## src/rtl/mult_int2b_pkg.sv

```systemverilog
// Shared types and elaboration helpers for the constant-coefficient multiplier.
// Consumed by csd_shift_add and top_mult_int2b.
package mult_int2b_pkg;

  localparam int unsigned DEF_BIT_WIDTH = 2;
  localparam int unsigned DEF_OUT_WIDTH = 2 * DEF_BIT_WIDTH;
  localparam int unsigned CSD_W         = 33;

  typedef logic signed [DEF_BIT_WIDTH-1:0] inp_t;
  typedef logic signed [DEF_OUT_WIDTH-1:0] prod_t;

  // Minimal signed-digit recoding of |coeff|; returns the +1 or the -1 digit mask.
  // The value 3 is kept as 2+1 rather than 4-1: same digit count, smaller shift.
  function automatic logic [CSD_W-1:0] csd_digits(input int coeff, input bit want_neg);
    longint            x;
    logic [CSD_W-1:0]  pos;
    logic [CSD_W-1:0]  neg;
    x   = (coeff < 0) ? -longint'(coeff) : longint'(coeff);
    pos = '0;
    neg = '0;
    for (int i = 0; i < int'(CSD_W); i++) begin
      if (x[0]) begin
        if (x[1] && (x != 64'sd3)) begin
          neg[i] = 1'b1;
          x      = x + 64'sd1;
        end else begin
          pos[i] = 1'b1;
          x      = x - 64'sd1;
        end
      end
      x = x >>> 1;
    end
    return want_neg ? neg : pos;
  endfunction

  // True when coeff * inp can never leave the signed ow-bit range.
  function automatic bit coeff_in_range(input int coeff, input int unsigned bw,
                                        input int unsigned ow);
    longint mag;
    longint lim;
    mag = ((coeff < 0) ? -longint'(coeff) : longint'(coeff)) <<< (bw - 1);
    lim = 64'sd1 <<< (ow - 1);
    return (coeff >= 0) ? (mag <= lim) : (mag <= lim - 64'sd1);
  endfunction

endpackage

```

## src/rtl/csd_shift_add.sv

```systemverilog
// Combinational shift-add network for inp * COEFF, one term per nonzero CSD digit.
// With APPROX_MULT_EN defined, the lowest APPROX_BITS product bits are tied to zero.
module csd_shift_add
  import mult_int2b_pkg::*;
#(
  parameter int unsigned BIT_WIDTH   = DEF_BIT_WIDTH,
  parameter int unsigned OUT_WIDTH   = 2 * BIT_WIDTH,
  parameter int          COEFF       = 3,
  parameter int unsigned APPROX_BITS = 1
) (
  input  logic signed [BIT_WIDTH-1:0] inp,
  output logic signed [OUT_WIDTH-1:0] prod_c
);

  localparam logic [CSD_W-1:0] CSD_POS = csd_digits(COEFF, 1'b0);
  localparam logic [CSD_W-1:0] CSD_NEG = csd_digits(COEFF, 1'b1);

`ifdef APPROX_MULT_EN
  localparam logic [OUT_WIDTH-1:0] MASK = {OUT_WIDTH{1'b1}} << APPROX_BITS;
`else
  localparam logic [OUT_WIDTH-1:0] MASK = {OUT_WIDTH{1'b1}};
`endif

  generate
    if (APPROX_BITS >= OUT_WIDTH) begin : g_approx_err
      $error("APPROX_BITS must be smaller than OUT_WIDTH");
    end
  endgenerate

  logic signed [OUT_WIDTH-1:0] ext;
  logic signed [OUT_WIDTH-1:0] acc;

  // Terms shifted past the product width drop out modulo 2^OUT_WIDTH.
  always_comb begin
    ext = OUT_WIDTH'(inp);
    acc = '0;
    for (int i = 0; i < int'(CSD_W); i++) begin
      if (CSD_POS[i]) acc = acc + (ext <<< i);
      if (CSD_NEG[i]) acc = acc - (ext <<< i);
    end
    if (COEFF < 0) acc = -acc;
    prod_c = acc & MASK;
  end

endmodule

```

## src/rtl/top_mult_int2b.sv

```systemverilog
// Registered signed constant-coefficient multiplier: out = inp * COEFF, one cycle latency.
// Optional macro APPROX_MULT_EN zeroes the low APPROX_BITS product bits.
module top_mult_int2b
  import mult_int2b_pkg::*;
#(
  parameter int unsigned BIT_WIDTH   = DEF_BIT_WIDTH,
  parameter int unsigned OUT_WIDTH   = 2 * BIT_WIDTH,
  parameter int          COEFF       = 3,
  parameter int unsigned APPROX_BITS = 1
) (
  input  logic                        clk,
  input  logic                        rst,
  input  logic signed [BIT_WIDTH-1:0] inp,
  output logic signed [OUT_WIDTH-1:0] out
);

  generate
    if (!coeff_in_range(COEFF, BIT_WIDTH, OUT_WIDTH)) begin : g_range_err
      $error("COEFF magnitude overflows the OUT_WIDTH product");
    end
  endgenerate

  logic signed [OUT_WIDTH-1:0] prod_c;

  csd_shift_add #(
    .BIT_WIDTH  (BIT_WIDTH),
    .OUT_WIDTH  (OUT_WIDTH),
    .COEFF      (COEFF),
    .APPROX_BITS(APPROX_BITS)
  ) u_csd (
    .inp   (inp),
    .prod_c(prod_c)
  );

  // Product register; reset clears it immediately, independent of clk.
  always_ff @(posedge clk or posedge rst) begin
    if (rst) out <= '0;
    else     out <= prod_c;
  end

endmodule

```

## config.mk

```make
export PLATFORM = sky130hd
export DESIGN_NAME = top_mult_int2b
export DESIGN_NICKNAME = d
export VERILOG_FILES = /design/src/rtl/mult_int2b_pkg.sv /design/src/rtl/csd_shift_add.sv /design/src/rtl/top_mult_int2b.sv
export SDC_FILE = /design/constraint.sdc
export NUM_CORES = 1
export LEC_CHECK = 0
export CAP_MARGIN = 20
export CORE_AREA = 2 2 39 41
export DETAILED_ROUTE_END_ITERATION = 10
export DIE_AREA = 0 0 41 43
export HOLD_SLACK_MARGIN = 0.03
export PLACE_DENSITY = 0.34
export SETUP_SLACK_MARGIN = 0.5
export SLEW_MARGIN = 20
export SYNTH_ARGS = -nofsm -noshare
export SYNTH_HDL_FRONTEND = slang
export SYNTH_SLANG_ARGS = --single-unit
export TNS_END_PERCENT = 1
```

## constraint.sdc

```tcl
create_clock -name clk -period 0.8 [get_ports clk]
set_input_delay 0.16 -clock clk [delete_from_list [all_inputs] [get_ports clk]]
set_output_delay 0.16 -clock clk [all_outputs]
set_load 0.02 [all_outputs]
```

Word-level counts from Yosys, hierarchy flattened
Cells that the tools add are included.
{"block": "totals", "regBits": 4, "inputBits": 4, "output_inout_bits": 4}
{"block": "op_classes", "n_addsub": 1}
{"op": "$add 2x3->4", "n": 1}

Longest topological paths before layout
{"block": "logic_depth", "depth_word": 1, "depth_mapped": 1}

Cells and area by module
Synthesis repeated with hierarchy kept, for this count alone.
{"block": "hier_totals", "cells_unflattened": 8, "hier_area_um2": 131.4}
{"mod": "top_mult_int2b", "n_inst": 1, "cells_each": 5, "area_each_um2": 103.8, "seq_area_each_um2": 100.1}
{"mod": "csd_shift_add", "n_inst": 1, "cells_each": 3, "area_each_um2": 27.5, "seq_area_each_um2": 0.0}

Worst setup path before layout
No wires, ideal clock.
{"block": "synth_path", "path_type": "register to output", "from": "register out[0]", "to": "output port out[0]", "t_arrival_ps": 416, "path_slack_ps": 224, "path_stages_with_launch": 1, "n_path_buf": 0, "path_cell_list": "dfrtp_1"}
{"element": "from (decl)", "line_no": "top_mult_int2b.sv:14", "source": "output logic signed [OUT_WIDTH-1:0] out"}
{"element": "from (signal assigned)", "line_no": "top_mult_int2b.sv:38", "source": "else out <= prod_c;"}
No word-level cell between the ends.

Worst setup path after layout
{"block": "layout_path", "from": "register out[1]", "to": "output port out[1]"}
No word-level cell between the ends.

==> summary.md <==
| Metric | Value |
|---|---|
| Failing checks | `negative setup slack` |
| Clock Path Buffers | `2` |
| Drt drc | `0` |
| Post-CTS setup buffers | `0` |
| Slew @ Worst Pin | `0.1389 ns` |
| Core area | `about 1400 um2` |
| Hold/Removal Path Class | `input pin to register` |
| Critical path launch point type | `register` |
| Most flop-heavy register | `out` |
| Synth Register Bits | `4` |
| Slew Limit Fails | `0` |
| Cell Pwr Density | `2157 nW/um2` |
| Pin count of the biggest net entering global routing | `5` |
| Final Cycle Share | `1.107` |
| Vias in the first global route | `about 100` |
| Routed WL per cell | `7.844 um` |
| Overflow after GRT | `0` |
| Commonest non-fill, non-tap cell in the layout | `buf_6` |
| Htree depth | `1` |
| Slew headroom | `0.9073` |
| Final min period | `0.8858 ns` |
| Row cnt | `14` |
| Critical path fanouts, max | `1` |
| Layout cells sized above 1 | `0.6250` |
| CTS buffer count | `3` |
| Crit-path leading delay family | `flip-flops` |
| Peak VDD IR | `0.0003776 V` |
| CP cell instances | `buf_6` |
| Routed Antenna Nets | `0` |
| Setup TNS | `-0.3353 ns` |
| Syn_nets | `11` |
| Status | `finished, violations left` |
| Worst setup margin | `-0.08582 ns` |
| Post-route cell area | `252.7 um2` |
| Die width | `roughly 41 um` |
| Yosys Warn Count | `0` |
| Max frequency | `1129 MHz` |
| CTS sink count | `4` |
| Drt total wl | `251 um` |
| Arr. time, crit path | `0.73 ns` |
| Die height | `43 um` |
| Pre-antenna DRT Iters | `1` |
| Bufs and invs on worst path | `1` |
| Post-synthesis cell type count | `3` |
| DIE AREA | `~1800 um2` |
| Root buf cell | `clkbuf_4` |
| Final setup fails | `4` |
| Crit path kind | `register to primary output` |
| Total number of vias | `82` |
| Max reg flops | `4` |
| Ant. Diodes | `0` |
| RePlAce Congestion | `0.5338` |
| Cells after Synth | `6` |
| Sequential area share after synthesis | `0.8602` |
| Crit end category | `primary output` |
| Clock transition at the registers of the reported paths | `0.04 ns` |
| Placed Area | `just over 200 um2` |
| I/O Buffers | `7` |
| Syn_area_per_cell | `19.39 um2` |
| First-pass GRT wire length | `351 um` |
| Critical Path RT | `0.64 ns` |
| Final Hold Fails | `0` |
| Initial Utilization | `0.08409` |
| Pleak | `0.1164 nW` |
| GRT Resource Usage Total | `0.04242` |
| Average vias per placed instance | `2.563` |
| Critical path's largest stage delay | `0.36 ns` |
| Commonest non-fill, non-tap cells in the layout | `buf_6, dfrtp_1, clkbuf_4` |
| Max-Cap Viols | `0` |
| Area growth, synth to finish | `117.2%` |
| CP max-delay cell | `dfrtp_1` |
| Nets | `23` |
| Power Total | `545.2 uW` |
| Ports | `8` |
| Number of antenna violations at the first check in global routing | `0` |
| TritonCTS clock tree | `built` |
| Mapped Area | `116.4 um2` |
| DRT iter0 DRCs | `0` |
| Unrepaired setup endpoints after global routing | `true` |
| Pre-CTS setup slack | `-0.2595 ns` |
| Largest regs | `out: 4 flops` |
-- metrics by stage --
| stage | utilization | instances | hold slack (ns) |
|---|---|---|---|
| after global routing | 0.1826 | 32 | 0.03154 |
| after global placement | 0.1492 | 29 | 0.3507 |
| after floorplan | - | 6 | -0.07392 |
| final | 0.1826 | 32 | 0.03890 |
| after CTS | 0.1709 | 32 | 0.03807 |
| after detailed placement | 0.1492 | 29 | 0.3553 |
-- Yosys cell counts, drive strengths merged --
master  n  area share
dfrtp   4        0.86
ha      1        0.11
inv     1       0.032
-- kinds of logic after synthesis --
kind of cell               Yosys count  share of synthesized area
DFF                                  4                     0.8602
buffers and inverters                1                    0.03223
adders and majority gates            1                     0.1075
-- report_power, final --
part           internal (mW)  switching (mW)
Sequential             0.216         0.00572
Combinational         0.0448          0.0333
Clock                  0.167          0.0775
-- layer usage --
layer,part of all wire,GRT usage,up-vias
met5,0,0,-
met3,0.20,0.03141,4
met4,0.092,0.1000,0
li1,-,-,38
met2,0.37,0.03750,10
met1,0.33,0.02951,30
-- worst paths after layout --
path                       slack, ns              from  depth (start not counted)               end
worst min-delay path            0.04            inp[0]                          1  out[0]$_DFF_PP0_
min in group asynchronous       0.11               rst                          2  out[0]$_DFF_PP0_
max in group asynchronous       0.54               rst                          2  out[2]$_DFF_PP0_
worst max-delay path           -0.09  out[1]$_DFF_PP0_                          1            out[1]
-- area by class of cell --
cell class | instances | area, um2
inverters | 1 | 3.754
multi-input cells | 1 | 25.02
repair buffers | 7 | 81.33
well taps | 16 | 20.02
clock buffers | 3 | 22.52
fillers | 152 | 1131
flip-flops and latches | 4 | 100.1
-- what timing repair did --
item / CTS / global route
hold buffers: 0 / 0
setup endpoints to repair: 8 / 6
gates cloned: 0 / 0
resized for setup: 33 / 5
pin swaps: 1 / 1
Power figures use the tool's default switching activity.
